[src/rtl/mem_stage_ws_pkg.sv]
// mem_stage_ws_pkg: shared types and constants for the memory-access stage.
//   T_LOAD/T_STORE   instruction type codes (ir[31:28])
//   size_t           access size from op[1:0]
//   mem_state_t      access state machine states
//   EXC_*            exception codes carried with the retiring instruction
package mem_stage_ws_pkg;

  localparam logic [3:0] T_LOAD  = 4'h8;
  localparam logic [3:0] T_STORE = 4'h9;

  typedef enum logic [1:0] {
    SZ_WORD  = 2'd0,
    SZ_HALF  = 2'd1,
    SZ_BYTE  = 2'd2,
    SZ_DWORD = 2'd3
  } size_t;

  typedef enum logic [1:0] {
    ST_IDLE = 2'd0,
    ST_BUS  = 2'd1,
    ST_DONE = 2'd2
  } mem_state_t;

  localparam logic [3:0] EXC_NONE  = 4'd0;
  localparam logic [3:0] EXC_ALIGN = 4'd1;
  localparam logic [3:0] EXC_BUS   = 4'd2;

  // True for instruction types that touch the data bus.
  function automatic logic is_mem_op(input logic [3:0] itype);
    return (itype == T_LOAD) || (itype == T_STORE);
  endfunction

endpackage

[src/rtl/mem_stage_ws_if.sv]
// mem_stage_ws_if: data-bus handshake between the memory stage (master)
// and memory/peripherals (slave).
//   bus_adr/bus_cyc/bus_stb/bus_we/bus_sel/bus_out  master -> slave
//   bus_in/bus_ack/bus_err                          slave -> master
interface mem_stage_ws_if #(
  parameter int AW = 32,
  parameter int DW = 32
);
  logic [AW-1:0]   bus_adr;
  logic            bus_cyc;
  logic            bus_stb;
  logic            bus_we;
  logic [DW/8-1:0] bus_sel;
  logic [DW-1:0]   bus_out;
  logic [DW-1:0]   bus_in;
  logic            bus_ack;
  logic            bus_err;

  modport master (
    output bus_adr, bus_cyc, bus_stb, bus_we, bus_sel, bus_out,
    input  bus_in, bus_ack, bus_err
  );

  modport slave (
    input  bus_adr, bus_cyc, bus_stb, bus_we, bus_sel, bus_out,
    output bus_in, bus_ack, bus_err
  );
endinterface

[src/rtl/mem_stage_ws_lane_steer.sv]
// mem_lane_steer: combinational big-endian byte-lane steering.
//   i_adr_lo   low address bits of the access
//   i_size     access size, i_sign sign-extend byte/half loads
//   i_wdata    store data (right-aligned), i_rdata raw bus read data
//   o_sel      byte-lane enables, o_wdata lane-replicated store data
//   o_rdata    extracted and extended load data, o_misalign alignment fault
module mem_lane_steer
  import mem_stage_ws_pkg::*;
#(
  parameter int DW = 32
) (
  input  logic [2:0]      i_adr_lo,
  input  size_t           i_size,
  input  logic            i_sign,
  input  logic [DW-1:0]   i_wdata,
  input  logic [DW-1:0]   i_rdata,
  output logic [DW/8-1:0] o_sel,
  output logic [DW-1:0]   o_wdata,
  output logic [DW-1:0]   o_rdata,
  output logic            o_misalign
);
  localparam int SELW = DW / 8;
  localparam int OW   = $clog2(SELW);

  logic [OW-1:0]   w_off;
  logic [3:0]      w_nbytes;
  logic [3:0]      w_shift;
  logic [SELW-1:0] w_mask;
  logic [DW-1:0]   w_raw;

  assign w_off = i_adr_lo[OW-1:0];

  // Size decode: lane count, lane mask, replication and alignment check.
  always_comb begin
    w_nbytes   = 4'd4;
    w_mask     = SELW'(4'hF);
    o_wdata    = {(DW/32){i_wdata[31:0]}};
    o_misalign = 1'b0;
    case (i_size)
      SZ_BYTE: begin
        w_nbytes   = 4'd1;
        w_mask     = SELW'(1'b1);
        o_wdata    = {SELW{i_wdata[7:0]}};
        o_misalign = 1'b0;
      end
      SZ_HALF: begin
        w_nbytes   = 4'd2;
        w_mask     = SELW'(2'b11);
        o_wdata    = {(SELW/2){i_wdata[15:0]}};
        o_misalign = i_adr_lo[0];
      end
      SZ_WORD: begin
        w_nbytes   = 4'd4;
        w_mask     = SELW'(4'hF);
        o_wdata    = {(DW/32){i_wdata[31:0]}};
        o_misalign = (i_adr_lo[1:0] != 2'b00);
      end
      SZ_DWORD: begin
        w_nbytes   = 4'd8;
        w_mask     = {SELW{1'b1}};
        o_wdata    = i_wdata;
        // a doubleword only exists on a 64-bit bus
        o_misalign = (DW != 64) || (i_adr_lo != 3'b000);
      end
      default: begin
        w_nbytes   = 4'd4;
        w_mask     = SELW'(4'hF);
        o_wdata    = {(DW/32){i_wdata[31:0]}};
        o_misalign = 1'b1;
      end
    endcase
  end

  // Big-endian: byte offset o lives in lane SELW-1-o, so the access sits
  // (SELW - o - nbytes) lanes above lane 0. Faulting accesses use no lanes.
  always_comb begin
    if (o_misalign) begin
      w_shift = 4'd0;
      o_sel   = {SELW{1'b0}};
    end else begin
      w_shift = 4'(SELW) - 4'(w_off) - w_nbytes;
      o_sel   = w_mask << w_shift;
    end
  end

  assign w_raw = i_rdata >> {w_shift, 3'b000};

  // Right-aligned load data, sign- or zero-extended to the bus width.
  always_comb begin
    case (i_size)
      SZ_BYTE:  o_rdata = i_sign ? {{(DW-8){w_raw[7]}}, w_raw[7:0]}
                                 : DW'(w_raw[7:0]);
      SZ_HALF:  o_rdata = i_sign ? {{(DW-16){w_raw[15]}}, w_raw[15:0]}
                                 : DW'(w_raw[15:0]);
      SZ_WORD:  o_rdata = DW'(w_raw[31:0]);
      SZ_DWORD: o_rdata = w_raw;
      default:  o_rdata = w_raw;
    endcase
  end

endmodule

[src/rtl/mem_stage_ws.sv]
// mem_stage_ws: pipelined memory-access stage between execute and writeback.
//   clk_i, rst_i (sync, active-high)
//   ir_i/pc_i/reg_write_i/result_i/reg_data1_i/ccr_i/halt_i  from execute
//   stall_i downstream stall, stall_o stall to upstream
//   ir_o/pc_o/ccr_o/reg_write_o/result_o/halt_o/exc_o       to writeback
//   bus   data-bus master port (mem_stage_ws_if.master)
module mem_stage_ws
  import mem_stage_ws_pkg::*;
#(
  parameter int DW   = 32,
  parameter int AW   = 32,
  parameter int IRW  = 64,
  parameter int TO_W = 8
) (
  input  logic            clk_i,
  input  logic            rst_i,
  input  logic [IRW-1:0]  ir_i,
  input  logic [31:0]     pc_i,
  input  logic [1:0]      reg_write_i,
  input  logic [AW-1:0]   result_i,
  input  logic [DW-1:0]   reg_data1_i,
  input  logic [2:0]      ccr_i,
  input  logic            halt_i,
  input  logic            stall_i,
  output logic            stall_o,
  output logic [IRW-1:0]  ir_o,
  output logic [31:0]     pc_o,
  output logic [2:0]      ccr_o,
  output logic [1:0]      reg_write_o,
  output logic [DW-1:0]   result_o,
  output logic            halt_o,
  output logic [3:0]      exc_o,
  mem_stage_ws_if.master  bus
);
  localparam int SELW = DW / 8;
  // the counter reaches its all-ones maximum on the edge leaving this value
  localparam logic [TO_W-1:0] TO_LAST = {{(TO_W-1){1'b1}}, 1'b0};
  localparam logic [TO_W-1:0] CNT_ONE = {{(TO_W-1){1'b0}}, 1'b1};

  mem_state_t      r_state;
  logic [TO_W-1:0] r_cnt;
  logic            r_cyc;
  logic            r_we;
  logic [AW-1:0]   r_adr;
  logic [SELW-1:0] r_sel;
  logic [DW-1:0]   r_wdata;
  size_t           r_size;
  logic            r_sign;
  logic            r_is_load;
  logic [DW-1:0]   r_ldata;
  logic [3:0]      r_exc;
  logic [IRW-1:0]  r_ir;
  logic [31:0]     r_pc;
  logic [2:0]      r_ccr;
  logic [1:0]      r_reg_write;
  logic [DW-1:0]   r_result;
  logic            r_halt;
  logic [3:0]      r_exc_o;

  logic [3:0]      w_type;
  logic [3:0]      w_op;
  logic            w_mem_op;
  size_t           w_size;
  logic [2:0]      w_lane_adr;
  size_t           w_lane_size;
  logic            w_lane_sign;
  logic [SELW-1:0] w_sel;
  logic [DW-1:0]   w_wdata;
  logic [DW-1:0]   w_rdata;
  logic            w_misalign;
  logic            w_timeout;

  assign w_type    = ir_i[31:28];
  assign w_op      = ir_i[27:24];
  assign w_mem_op  = is_mem_op(w_type);
  assign w_size    = size_t'(w_op[1:0]);
  assign w_timeout = (r_cnt == TO_LAST);

  // Steering follows the incoming instruction in IDLE and the latched access afterwards.
  always_comb begin
    if (r_state == ST_IDLE) begin
      w_lane_adr  = result_i[2:0];
      w_lane_size = w_size;
      w_lane_sign = w_op[2];
    end else begin
      w_lane_adr  = r_adr[2:0];
      w_lane_size = r_size;
      w_lane_sign = r_sign;
    end
  end

  mem_lane_steer #(.DW(DW)) u_lane (
    .i_adr_lo   (w_lane_adr),
    .i_size     (w_lane_size),
    .i_sign     (w_lane_sign),
    .i_wdata    (reg_data1_i),
    .i_rdata    (bus.bus_in),
    .o_sel      (w_sel),
    .o_wdata    (w_wdata),
    .o_rdata    (w_rdata),
    .o_misalign (w_misalign)
  );

  assign stall_o = stall_i
                 | ((r_state == ST_IDLE) & w_mem_op & ~w_misalign)
                 | (r_state == ST_BUS)
                 | ((r_state == ST_DONE) & stall_i);

  // Access state machine, bus master registers and pipeline register.
  always_ff @(posedge clk_i) begin
    if (rst_i) begin
      r_state     <= ST_IDLE;
      r_cnt       <= {TO_W{1'b0}};
      r_cyc       <= 1'b0;
      r_we        <= 1'b0;
      r_adr       <= {AW{1'b0}};
      r_sel       <= {SELW{1'b0}};
      r_wdata     <= {DW{1'b0}};
      r_size      <= SZ_WORD;
      r_sign      <= 1'b0;
      r_is_load   <= 1'b0;
      r_ldata     <= {DW{1'b0}};
      r_exc       <= EXC_NONE;
      r_ir        <= {IRW{1'b0}};
      r_pc        <= 32'h0000_0000;
      r_ccr       <= 3'b000;
      r_reg_write <= 2'b00;
      r_result    <= {DW{1'b0}};
      r_halt      <= 1'b0;
      r_exc_o     <= EXC_NONE;
    end else begin
      case (r_state)
        ST_IDLE: begin
          r_cnt <= {TO_W{1'b0}};
          if (w_mem_op && !w_misalign) begin
            // start the access even under a downstream stall
            r_adr     <= result_i;
            r_sel     <= w_sel;
            r_wdata   <= w_wdata;
            r_we      <= (w_type == T_STORE);
            r_is_load <= (w_type == T_LOAD);
            r_size    <= w_size;
            r_sign    <= w_op[2];
            r_ldata   <= {DW{1'b0}};
            r_exc     <= EXC_NONE;
            r_cyc     <= 1'b1;
            r_state   <= ST_BUS;
            if (!stall_i) begin
              r_ir        <= {IRW{1'b0}};
              r_reg_write <= 2'b00;
              r_halt      <= 1'b0;
              r_exc_o     <= EXC_NONE;
            end
          end else if (!stall_i) begin
            r_ir     <= ir_i;
            r_pc     <= pc_i;
            r_ccr    <= ccr_i;
            r_halt   <= halt_i;
            r_result <= DW'(result_i);
            if (w_mem_op) begin
              r_reg_write <= 2'b00;
              r_exc_o     <= EXC_ALIGN;
            end else begin
              r_reg_write <= reg_write_i;
              r_exc_o     <= EXC_NONE;
            end
          end
        end
        ST_BUS: begin
          r_cnt <= r_cnt + CNT_ONE;
          // error beats a simultaneous acknowledge
          if (bus.bus_err || w_timeout) begin
            r_exc   <= EXC_BUS;
            r_cyc   <= 1'b0;
            r_we    <= 1'b0;
            r_state <= ST_DONE;
          end else if (bus.bus_ack) begin
            r_ldata <= w_rdata;
            r_cyc   <= 1'b0;
            r_we    <= 1'b0;
            r_state <= ST_DONE;
          end
          if (!stall_i) begin
            r_ir        <= {IRW{1'b0}};
            r_reg_write <= 2'b00;
            r_halt      <= 1'b0;
            r_exc_o     <= EXC_NONE;
          end
        end
        ST_DONE: begin
          // upstream still holds the instruction, so retire it from the inputs
          if (!stall_i) begin
            r_ir        <= ir_i;
            r_pc        <= pc_i;
            r_ccr       <= ccr_i;
            r_halt      <= halt_i;
            r_result    <= r_is_load ? r_ldata : DW'(result_i);
            r_reg_write <= (r_exc != EXC_NONE) ? 2'b00 : reg_write_i;
            r_exc_o     <= r_exc;
            r_state     <= ST_IDLE;
          end
        end
        default: begin
          r_state <= ST_IDLE;
          r_cyc   <= 1'b0;
          r_we    <= 1'b0;
        end
      endcase
    end
  end

  assign bus.bus_adr = r_adr;
  assign bus.bus_cyc = r_cyc;
  assign bus.bus_stb = r_cyc;
  assign bus.bus_we  = r_we;
  assign bus.bus_sel = r_sel;
  assign bus.bus_out = r_wdata;

  assign ir_o        = r_ir;
  assign pc_o        = r_pc;
  assign ccr_o       = r_ccr;
  assign reg_write_o = r_reg_write;
  assign result_o    = r_result;
  assign halt_o      = r_halt;
  assign exc_o       = r_exc_o;

endmodule

[src/flat_wrapper.sv]
// flat-port wrapper written by rule: the top's interface ports become plain ports
module mem_stage_ws_flat import mem_stage_ws_pkg::*;
#(
  parameter int DW   = 32,
  parameter int AW   = 32,
  parameter int IRW  = 64,
  parameter int TO_W = 8
)
  (clk_i, rst_i, ir_i, pc_i, reg_write_i, result_i, reg_data1_i, ccr_i, halt_i, stall_i, stall_o, ir_o, pc_o, ccr_o, reg_write_o, result_o, halt_o, exc_o, bus_bus_adr, bus_bus_cyc, bus_bus_stb, bus_bus_we, bus_bus_sel, bus_bus_out, bus_bus_in, bus_bus_ack, bus_bus_err);
  mem_stage_ws_if #(.AW(AW), .DW(DW)) bus_i ();
  input  logic clk_i;
  input  logic rst_i;
  input  logic [IRW-1:0] ir_i;
  input  logic [31:0] pc_i;
  input  logic [1:0] reg_write_i;
  input  logic [AW-1:0] result_i;
  input  logic [DW-1:0] reg_data1_i;
  input  logic [2:0] ccr_i;
  input  logic halt_i;
  input  logic stall_i;
  output logic stall_o;
  output logic [IRW-1:0] ir_o;
  output logic [31:0] pc_o;
  output logic [2:0] ccr_o;
  output logic [1:0] reg_write_o;
  output logic [DW-1:0] result_o;
  output logic halt_o;
  output logic [3:0] exc_o;
  output wire logic [$bits(bus_i.bus_adr)-1:0] bus_bus_adr;
  output wire logic [$bits(bus_i.bus_cyc)-1:0] bus_bus_cyc;
  output wire logic [$bits(bus_i.bus_stb)-1:0] bus_bus_stb;
  output wire logic [$bits(bus_i.bus_we)-1:0] bus_bus_we;
  output wire logic [$bits(bus_i.bus_sel)-1:0] bus_bus_sel;
  output wire logic [$bits(bus_i.bus_out)-1:0] bus_bus_out;
  input wire logic [$bits(bus_i.bus_in)-1:0] bus_bus_in;
  input wire logic [$bits(bus_i.bus_ack)-1:0] bus_bus_ack;
  input wire logic [$bits(bus_i.bus_err)-1:0] bus_bus_err;
  assign bus_bus_adr = bus_i.bus_adr;
  assign bus_bus_cyc = bus_i.bus_cyc;
  assign bus_bus_stb = bus_i.bus_stb;
  assign bus_bus_we = bus_i.bus_we;
  assign bus_bus_sel = bus_i.bus_sel;
  assign bus_bus_out = bus_i.bus_out;
  assign bus_i.bus_in = bus_bus_in;
  assign bus_i.bus_ack = bus_bus_ack;
  assign bus_i.bus_err = bus_bus_err;
  mem_stage_ws #(.DW(DW), .AW(AW), .IRW(IRW), .TO_W(TO_W)) u_core (.clk_i(clk_i), .rst_i(rst_i), .ir_i(ir_i), .pc_i(pc_i), .reg_write_i(reg_write_i), .result_i(result_i), .reg_data1_i(reg_data1_i), .ccr_i(ccr_i), .halt_i(halt_i), .stall_i(stall_i), .stall_o(stall_o), .ir_o(ir_o), .pc_o(pc_o), .ccr_o(ccr_o), .reg_write_o(reg_write_o), .result_o(result_o), .halt_o(halt_o), .exc_o(exc_o), .bus(bus_i));
endmodule
[config.mk]
export PLATFORM = sky130hd
export DESIGN_NAME = mem_stage_ws_flat
export DESIGN_NICKNAME = d
export VERILOG_FILES = /design/src/rtl/mem_stage_ws_pkg.sv /design/src/rtl/mem_stage_ws_if.sv /design/src/rtl/mem_stage_ws_lane_steer.sv /design/src/rtl/mem_stage_ws.sv /design/src/flat_wrapper.sv
export SDC_FILE = /design/constraint.sdc
export NUM_CORES = 1
export LEC_CHECK = 0
export CAP_MARGIN = 10
export CORE_ASPECT_RATIO = 0.8
export CORE_MARGIN = 2
export CORE_UTILIZATION = 48
export CTS_CLUSTER_DIAMETER = 150
export CTS_CLUSTER_SIZE = 24
export DETAILED_ROUTE_END_ITERATION = 12
export GPL_ROUTABILITY_DRIVEN = 0
export GPL_TIMING_DRIVEN = 0
export PLACE_DENSITY = 0.84
export RECOVER_POWER = 100
export SLEW_MARGIN = 20
export SYNTH_ARGS = -nofsm -noshare
export SYNTH_HDL_FRONTEND = slang
export SYNTH_SLANG_ARGS = --single-unit
[constraint.sdc]
create_clock -name clk_i -period 7.3 [get_ports clk_i]
set_input_delay 0.73 -clock clk_i [delete_from_list [all_inputs] [get_ports clk_i]]
set_output_delay 0.73 -clock clk_i [all_outputs]
set_load 0.03 [all_outputs]
==> impl_metrics.toml, run 1 <==
[run_status]
outcome = "complete, but fails checks"
violations = "max-capacitance violations, max-slew violations"

[critical_path]
critPathCaptureType = "output port"
start_kind = "flop"
cp_data_arrival_time_ns = 5.38
critPathKind = "flop to output port"
required_ns = 6.57
cp_max_fo = 10

[finish]
nNetsFinal = 1934
syn2layout_area_growth_pct = 43.8
drive_above_1_share_pct = 3.79
nFillCells = 1853
stdcell_area_um2 = 15800
multiInputGateArea_um2 = 5280
regArea_um2 = 5100
fin_util_pct = 70.3

[route]
remaining_drc_errors = 0
ant_nets = 0
vias_per_cell = 5.78
drtPass1Iterations = 6
routed_wl_mm = 41.2
drt_iter0_markers = 1191
dr_total_vias = 11697
wire_per_inst_um = 20.4

[sta]
setup_tns_ns = 0
min_period_over_period_pct = 83.7
setup_viol = 0
relSlewSlack_pct = -33.7
rsz0062_at_grt = "no"
worst_pin_slew_ns = 1.99
max_freq_ghz = 0.164
period_needed_ns = 6.11
maxSlewViolCount = 10
clock_skew_ns = 0.0170
hold_viol = 0

[global_route]
grtUsageTotal_pct = 32.7
overflow = 0
grt_pass1_vias = 11336
grt_max_degree = 25
antenna_found_initial = 2
grt_pass1_wl_mm = 63.1

[logic_synthesis]
synth_edf_count = 0
syn_inst = 1288
yosysUniqueCellTypes = 71
async_flop_share_pct = 0
synthXorXnorAreaFrac_pct = 0.398
yosys.area_share.simple_pct = 19.5
muxShareOfSynthArea_pct = 1.98
ys_seq_area_share_pct = 46.4
synth-compound-area-share_pct = 24.6
synth-warning-count = 0
synth_nets = 1507
synth_fa_ha_area_share_pct = 1.89
synth-seq-cells = 255
synth_top_family_by_area = "compound AO/OA/AOI/OAI gates"
synth_flop_cell = "dfxtp_1"
syn-cell-area_um2 = 11000
synth.avg_cell_area_um2 = 8.54

[clock_network]
root_buffer = "clkbuf_16"
numCtsBuffers = 14
ctsResizeCount = 0
cts_max_level = 1
cts_hold_buffers = 0
insertion_delay_ns = 0.49
post_cts_buffers = 0
path_clk_slew_ns = 0.10
cts_tree = "done"
clock_path_buffers = 3
clkSinkCount = 255

[floorplanning]
die_w_um = 173
die_y_um = 139
start_util_pct = 48.9
coreArea_um2 = 22500
rows = 49
dieArea_um2 = 24200
design.portCount = 413

[job]
max-cap-violations = 1

[power_and_ir_drop]
finalPower_mw = 4.99
p_per_area_nw_per_um2 = 315
vdd_drop_max_mv = 0.217
power_leakage_nw = 6.20

[place]
place_hpwl_mm = 32.3
io_buffers = 411
dpl_cell_area_um2 = 15500

[worst_hold_path]
holdCritPathClass = "flop to flop"
## path summary, 6_finish.rpt
path	end	slack (ns)	cells after the start	from
min	u_core.bus.bus_adr[17]$_SDFFE_PP0P_	0.46	2	u_core.bus.bus_adr[17]$_SDFFE_PP0P_
min reg2reg	u_core.bus.bus_adr[17]$_SDFFE_PP0P_	0.46	2	u_core.bus.bus_adr[17]$_SDFFE_PP0P_
max	stall_o	1.19	14	u_core.r_state[0]$_SDFFE_PP0P_
max reg2reg	u_core.pc_o[23]$_SDFFE_PP0P_	1.22	15	u_core.r_state[0]$_SDFFE_PP0P_
## critical path, stage by stage, from the launching register on
cell and delay [ns]:
dfxtp_1 0.35, inv_1 0.09, ha_1 0.15, clkbuf_1 0.44
clkbuf_1 0.50, mux2_1 0.46, inv_1 0.11, ha_1 0.17
clkbuf_1 0.44, inv_1 0.25, o2bb2ai_1 0.31, nor3_2 0.29
clkbuf_1 0.42, or3_1 0.19, clkdlybuf4s50_1 0.73
## routing by layer
| layer | vias up | GRT usage, % | part of all wire (%) |
|---|---|---|---|
| met3 | 106 | 8.66 | 9.6 |
| met2 | 652 | 56.0 | 48 |
| met1 | 5496 | 39.7 | 39 |
| met5 | - | 0 | 0 |
| met4 | 0 | 12.0 | 3.8 |
| li1 | 5443 | - | - |
## cell usage after synthesis (2+ instances only)
library cell  instances  area (um2)
o2bb2ai_2            11         165
nand2b_1              8        50.1
o2bb2ai_1            14         123
nor2b_1               9        56.3
nand4_1               5        31.3
a31oi_1               7        43.8
nand3_1              42         210
o211ai_1              3        22.5
and2_1                2        12.5
buf_6                 7        78.8
o21ai_0              13        65.1
clkbuf_1             72         270
o22ai_1               8        50.1
buf_4                 3        22.5
buf_2                19        95.1
a31o_2                7        61.3
a21oi_1             107         536
inv_1                19        71.3
a211oi_1             28         210
mux2_2                4        45.0
a221oi_1             16         140
o221ai_1              7        61.3
or3_1                 4        25.0
xor2_1                3        26.3
a22o_1               11        96.3
ha_1                 15         188
a22oi_1              74         556
nand2_1             244         916
dfxtp_1             255        5100
a21o_1                2        15.0
nor3_1               12        60.1
mux2i_1              15         150
nor3b_1               9        67.6
nor3_2                3        30.0
or2_2                 4        25.0
xnor2_1               2        17.5
buf_1                 8        30.0
a311oi_1             39         342
nor2_1              145         544
## cells by family (layout without fill, tap and decap cells)
kind of cell,after synthesis,after routing
other,0,2
adders and majority gates,16,16
muxes,20,20
xor gates and xnor gates,5,5
DFF,255,255
AOI/OAI and AO/OA,364,364
buffers and inverters,129,556
and+or+nand+nor,499,499
## report_power, final
part	switching [mW]	internal (mW)	total (mW)
combinational	1.55	0.906	2.45
clock	0.457	0.373	0.830
sequential	0.111	1.59	1.70
## layout make-up
cell class,count,area share [%]
Buffer,109,2.97
Antenna cell,2,0.0316
Multi-Input combinational cell,904,33.4
Clock inverter,1,0.0712
Sequential cell,255,32.3
Clock buffer,15,2.37
Tap cell,306,2.42
Inverter,20,0.475
Timing Repair Buffer,411,26.0
## state kept, by name (all words and copies together), names as in the netlist, 2 cells and up
signal,count
u_core.bus.bus_adr,32
u_core.bus.bus_out,32
u_core.bus.bus_sel,4
u_core.ccr_o,3
u_core.exc_o,4
u_core.ir_o,64
u_core.pc_o,32
u_core.r_cnt,8
u_core.r_ldata,32
u_core.r_size,2
u_core.r_state,2
u_core.reg_write_o,2
u_core.result_o,32
## layout by cell type (no fill, tap or decap), drive strengths merged, types with 5 or more instances in the layout
cell type,netlist,routed
o21ai,13,13
a211oi,28,28
nand2,244,244
o221ai,7,7
a31oi,8,8
a22oi,74,74
clkbuf,72,103
a221oi,17,17
nor2,147,147
nor3b,10,10
nand4,5,5
clkdlybuf4s50,0,201
nor2b,9,9
inv,19,20
a31o,7,7
nor3,16,16
o2bb2ai,25,25
nand2b,8,8
mux2i,16,16
nand3,42,42
o22ai,8,8
ha,15,15
dfxtp,255,255
a22o,11,11
a311oi,39,39
a21oi,108,108
dlygate4sd3,0,210
buf,37,21
## metrics by stage
step / worst slack [ns] / instances / hold WS, ns
2_1_floorplan: 3.08 / 1288 / 0.432
3_3_place_gp: 2.42 / 2005 / 0.441
3_5_place_dp: 2.34 / 2005 / 0.446
4_1_cts: 2.11 / 2021 / 0.459
5_1_grt: 0.954 / 2023 / 0.471
6_report: 1.19 / 2023 / 0.455
Power figures use the tool's default switching activity.
==> run 2: changes to the inputs <==
--- a/config.mk
+++ b/config.mk
@@ -8,13 +8,13 @@
 export CAP_MARGIN = 10
 export CORE_ASPECT_RATIO = 0.8
 export CORE_MARGIN = 2
-export CORE_UTILIZATION = 48
+export CORE_UTILIZATION = 40
 export CTS_CLUSTER_DIAMETER = 150
 export CTS_CLUSTER_SIZE = 24
 export DETAILED_ROUTE_END_ITERATION = 12
 export GPL_ROUTABILITY_DRIVEN = 0
 export GPL_TIMING_DRIVEN = 0
-export PLACE_DENSITY = 0.84
+export PLACE_DENSITY = 0.74
 export RECOVER_POWER = 100
 export SLEW_MARGIN = 20
 export SYNTH_ARGS = -nofsm -noshare
==> constraint.sdc (replaced) <==
create_clock -name clk_i -period 5.5 [get_ports clk_i]
set_input_delay 0.55 -clock clk_i [delete_from_list [all_inputs] [get_ports clk_i]]
set_output_delay 0.55 -clock clk_i [all_outputs]
set_load 0.03 [all_outputs]
==> run 2 against run 1 <==
Against the previous run: non-clock buffer count unchanged; critical path depth up 5; setup slack worse by 0.91 ns; the run now ends clean; combinational power up 33%; register-to-register slack worse by 0.94 ns; hold slack better by 0.00092 ns; sequential share of layout area down 0.14 points.
==> impl_metrics.toml, run 2 (synthesis gave the netlist of run 1 again) <==
[critical_path]
start_kind = "flop"
critPathKind = "flop to flop"
cp_data_arrival_time_ns = 5.66
cp_max_fo = 10
cp_top_family = "buffers and inverters"
slowest_stage = "xor2_1"
required_ns = 5.94
crit_path_max_incr_delay_ns = 0.51
critPathCaptureType = "flop"
cp_cell_sequence = "inv_1, ha_1, buf_6, clkbuf_1, mux2_2, inv_1, ha_1, buf_2, inv_1, ha_1, ha_1, fa_1, xor2_1, clkbuf_1, a31o_2, a31oi_1, nor3b_1, o221ai_1, a21oi_1"
path_buf_inv = 7
crit_path_frequent_cell = "ha_1"

[route]
drt_iter0_markers = 854
remaining_drc_errors = 0
routed_wl_mm = 42.9
vias_per_cell = 5.52
wl_met3_mm = 3.79
drt-met1-wl_mm = 17.8
drtPass1Iterations = 5
met2WireLength_mm = 20.0
wire_per_inst_um = 20.6
dr_total_vias = 11474
ant_nets = 0
top_layer = "met4"

[finish]
mostFrequentLayoutCells = "255 x dfxtp_1, 244 x nand2_1, 210 x dlygate4sd3_1, 201 x clkdlybuf4s50_1, 146 x nor2_1"
layout_commonest_cell = "dfxtp_1"
regArea_um2 = 5100
nFillCells = 2532
drive_above_1_share_pct = 3.91
syn2layout_area_growth_pct = 44.4
largest_reg_flops = 64
multiInputGateArea_um2 = 5270
nNetsFinal = 1934

[clock_network]
clkSinkCount = 255
post_cts_buffers = 0
cts_tree = "done"
ctsResizeCount = 0
cts_hold_buffers = 0
cts_max_level = 1
root_buffer = "clkbuf_16"
numCtsBuffers = 14
insertion_delay_ns = 0.50
clock_path_buffers = 3
path_clk_slew_ns = 0.11

[sta]
max_freq_ghz = 0.192
min_period_over_period_pct = 94.9
relSlewSlack_pct = 32.5
setup_viol = 0
clock_skew_ns = 0.0228
hold_ws_ns = 0.456
period_needed_ns = 5.22
setup_tns_ns = 0
rsz0062_at_grt = "no"
worst_pin_slew_ns = 1.01
hold_viol = 0
maxSlewViolCount = 0

[floorplanning]
rows = 54
start_util_pct = 40.5
dieArea_um2 = 28900
die_w_um = 189
design.portCount = 413
coreArea_um2 = 27200
die_y_um = 152

[place]
place_hpwl_mm = 33.6
io_buffers = 411

[job]
max-cap-violations = 0

[global_route]
grt_pass1_vias = 11000
grtUsageTotal_pct = 28.4
antenna_found_initial = 1
overflow = 0
grt_max_degree = 25
grt_pass1_wl_mm = 64.5

[power_and_ir_drop]
vdd_drop_max_mv = 0.244
power_leakage_nw = 6.21
p_per_area_nw_per_um2 = 419
finalPower_mw = 6.65

[worst_hold_path]
holdCritPathClass = "flop to flop"

[run_status]
outcome = "finished, final reports clean"
run 2: cell count changes in the layout (fill, tap and decap cells not counted), sizes merged:
cell and delta:
diode -1, clkbuf -2, buf +2
run 2: layer usage:
layer	GRT usage, %	vias up
met5	0	-
met4	8.01	0
met3	6.59	64
met2	47.6	538
met1	36.8	5441
li1	-	5431
run 2: through the flow:
| step | instance area, um2 | util (%) | instances | setup WS (ns) |
|---|---|---|---|---|
| 2_1_floorplan | 11000 | - | 1288 | 1.28 |
| 3_3_place_gp | 15600 | 57.3 | 2063 | 0.583 |
| 3_5_place_dp | 15600 | 57.3 | 2063 | 0.433 |
| 4_1_cts | 16000 | 58.8 | 2079 | 0.399 |
| 5_1_grt | 15900 | 58.5 | 2080 | 0.0117 |
| 6_report | 15900 | 58.5 | 2080 | 0.282 |
run 2: power breakdown:
| part | total, mW | leakage [nW] | internal (mW) | switching, mW |
|---|---|---|---|---|
| sequential | 2.26 | 2.08 | 2.11 | 0.150 |
| clock | 1.12 | 0.191 | 0.496 | 0.626 |
| combinational | 3.27 | 3.94 | 1.21 | 2.06 |
run 2: final timing paths:
check,from,end,slack (ns),cells after the start
setup / recovery,u_core.r_state[0]$_SDFFE_PP0P_,u_core.r_ldata[13]$_SDFFE_PP0P_,0.28,19
hold / removal,u_core.pc_o[29]$_SDFFE_PP0P_,u_core.pc_o[29]$_SDFFE_PP0P_,0.46,2
setup reg to reg,u_core.r_state[0]$_SDFFE_PP0P_,u_core.r_ldata[13]$_SDFFE_PP0P_,0.28,19
hold reg to reg,u_core.pc_o[29]$_SDFFE_PP0P_,u_core.pc_o[29]$_SDFFE_PP0P_,0.46,2
run 2: tightest hold or removal path: cells and delay by family (launching register included):
family	cells	cell delay (ns)
flops	1	0.32
compound gates	1	0.05
simple gates	1	0.05
run 2: area by class of cell:
type / instances / share of cell area [%]
diodes: 1 / 0.0157
plain buffers: 109 / 3.01
clock buffers: 15 / 2.36
clock inverters: 1 / 0.0709
inverters: 20 / 0.472
multi-input cells: 904 / 33.2
flip-flops and latches: 255 / 32.1
well taps: 364 / 2.87
repair buffers: 411 / 25.9
==> run 3: changes to the inputs <==
--- a/config.mk
+++ b/config.mk
@@ -8,13 +8,13 @@
 export CAP_MARGIN = 10
 export CORE_ASPECT_RATIO = 0.8
 export CORE_MARGIN = 2
-export CORE_UTILIZATION = 40
+export CORE_UTILIZATION = 45
 export CTS_CLUSTER_DIAMETER = 150
 export CTS_CLUSTER_SIZE = 24
 export DETAILED_ROUTE_END_ITERATION = 12
 export GPL_ROUTABILITY_DRIVEN = 0
 export GPL_TIMING_DRIVEN = 0
-export PLACE_DENSITY = 0.74
+export PLACE_DENSITY = 0.79
 export RECOVER_POWER = 100
 export SLEW_MARGIN = 20
 export SYNTH_ARGS = -nofsm -noshare
==> constraint.sdc (replaced) <==
create_clock -name clk_i -period 5.3 [get_ports clk_i]
set_input_delay 0.53 -clock clk_i [delete_from_list [all_inputs] [get_ports clk_i]]
set_output_delay 0.53 -clock clk_i [all_outputs]
set_load 0.03 [all_outputs]
==> run 3 against run 2 <==
Against the previous run: the run now ends with max-capacitance violations, max-slew violations left; first-iteration DRC count grew 19%; clock power grew 4%; hold slack lost 0.0011 ns; setup slack gained 0.14 ns; die area shrank 11%; sequential share of layout area grew 0.099 points; utilization grew 7.0 points; design area shrank 0.31%; count of clock-buffer cells in the layout is the same; critical path type unchanged; largest power group unchanged.
==> impl_metrics.toml, run 3 (synthesis gave the netlist of run 1 again) <==
[critical_path]
required_ns = 5.71
reg2reg_depth = 15
critPathKind = "flop to flop"
cp_data_arrival_time_ns = 5.29
cp_max_fo = 18
critPathCaptureType = "flop"
start_kind = "flop"

[route]
drtPass1Iterations = 6
dr_total_vias = 11446
wl_met3_mm = 4.17
drt-met1-wl_mm = 16.8
top_layer = "met4"
met2WireLength_mm = 19.7
wire_per_inst_um = 20.6
vias_per_cell = 5.63
ant_nets = 0
drt_iter0_markers = 1018
routed_wl_mm = 41.8
remaining_drc_errors = 0

[finish]
syn2layout_area_growth_pct = 44.0
multiInputGateArea_um2 = 5280
largest_reg_flops = 64
regArea_um2 = 5100
mostFrequentLayoutCells = "255 x dfxtp_1, 244 x nand2_1, 211 x dlygate4sd3_1, 200 x clkdlybuf4s50_1, 146 x nor2_1"
nFillCells = 2069
nNetsFinal = 1933
drive_above_1_share_pct = 4.08
layout_commonest_cell = "dfxtp_1"

[floorplanning]
die_y_um = 144
coreArea_um2 = 24200
design.portCount = 413
die_w_um = 179
rows = 51
start_util_pct = 45.5
dieArea_um2 = 25700

[global_route]
grt_pass1_wl_mm = 60.6
antenna_found_initial = 1
grtUsageTotal_pct = 30.5
grt_max_degree = 25
overflow = 0
grt_pass1_vias = 10657

[sta]
maxSlewViolCount = 10
relSlewSlack_pct = -11.6
period_needed_ns = 4.88
hold_ws_ns = 0.455
min_period_over_period_pct = 92.1
clock_skew_ns = 0.0264
setup_viol = 0
rsz0062_at_grt = "no"
setup_tns_ns = 0
fin_ws_ns = 0.420
max_freq_ghz = 0.205
worst_pin_slew_ns = 1.66
hold_viol = 0

[worst_hold_path]
holdPathStages = 2
holdCritPathClass = "flop to flop"

[clock_network]
clkSinkCount = 255
cts_tree = "done"
root_buffer = "clkbuf_16"
clock_path_buffers = 3
ctsResizeCount = 0
post_cts_buffers = 0
cts_max_level = 1
insertion_delay_ns = 0.50
path_clk_slew_ns = 0.11
numCtsBuffers = 14
cts_hold_buffers = 0

[place]
place_hpwl_mm = 32.4
io_buffers = 411
pre_cts_ws_ns = 0.257

[job]
max-cap-violations = 1

[power_and_ir_drop]
power_leakage_nw = 6.21
p_per_area_nw_per_um2 = 436
vdd_drop_max_mv = 0.283

[run_status]
violations = "max-capacitance violations, max-slew violations"
outcome = "complete, but fails checks"
run 3: worst max-delay path: stages, from the launching register on:
cell and delay, ns:
dfxtp_1 0.41, inv_1 0.09, ha_1 0.22, buf_6 0.18
mux2_1 0.32, inv_1 0.09, ha_1 0.21, buf_2 0.20
inv_1 0.20, o2bb2ai_1 0.31, nor3_1 0.15, nor3_1 1.32
clkbuf_1 0.56, buf_2 0.33, nand2_1 0.08, a21oi_1 0.13
run 3: final timing paths:
check                                                          from                             endpoint  slack [ns]
worst max-delay path                 u_core.r_state[0]$_SDFFE_PP0P_         u_core.pc_o[29]$_SDFFE_PP0P_        0.42
worst min-delay path            u_core.bus.bus_adr[15]$_SDFFE_PP0P_  u_core.bus.bus_adr[15]$_SDFFE_PP0P_        0.46
worst max register to register       u_core.r_state[0]$_SDFFE_PP0P_         u_core.pc_o[29]$_SDFFE_PP0P_        0.42
worst min register to register  u_core.bus.bus_adr[15]$_SDFFE_PP0P_  u_core.bus.bus_adr[15]$_SDFFE_PP0P_        0.46
run 3: final cells by class:
type                       count  area share (%)
antenna                        2          0.0316
multi-input combinational    904            33.3
clock buffer                  15            2.37
inverter                      20           0.474
timing repair buffer         411            26.0
buffer                       108            3.03
sequential                   255            32.2
clock inverter                 1          0.0711
tap                          318            2.51
run 3: per-stage QoR:
| stage | power [mW] | instances | cell area [um2] | util [%] |
|---|---|---|---|---|
| floorplan | 4.58 | 1288 | 11000 | - |
| global placement | 5.80 | 2017 | 15500 | 64.1 |
| detailed placement | 5.85 | 2017 | 15500 | 64.1 |
| CTS | 7.00 | 2033 | 15900 | 65.7 |
| global route | 7.24 | 2032 | 15800 | 65.5 |
| finish | 6.91 | 2034 | 15800 | 65.5 |
run 3: metal layers:
| metal | vias up | global-route usage [%] |
|---|---|---|
| met5 | - | 0 |
| met4 | 0 | 8.52 |
| met3 | 57 | 8.10 |
| met2 | 550 | 51.4 |
| met1 | 5409 | 38.3 |
| li1 | 5430 | - |
run 3: power breakdown:
group	total, mW	switching, mW	internal (mW)
Sequential	2.35	0.156	2.19
Clock	1.17	0.655	0.515
Combinational	3.39	2.14	1.26
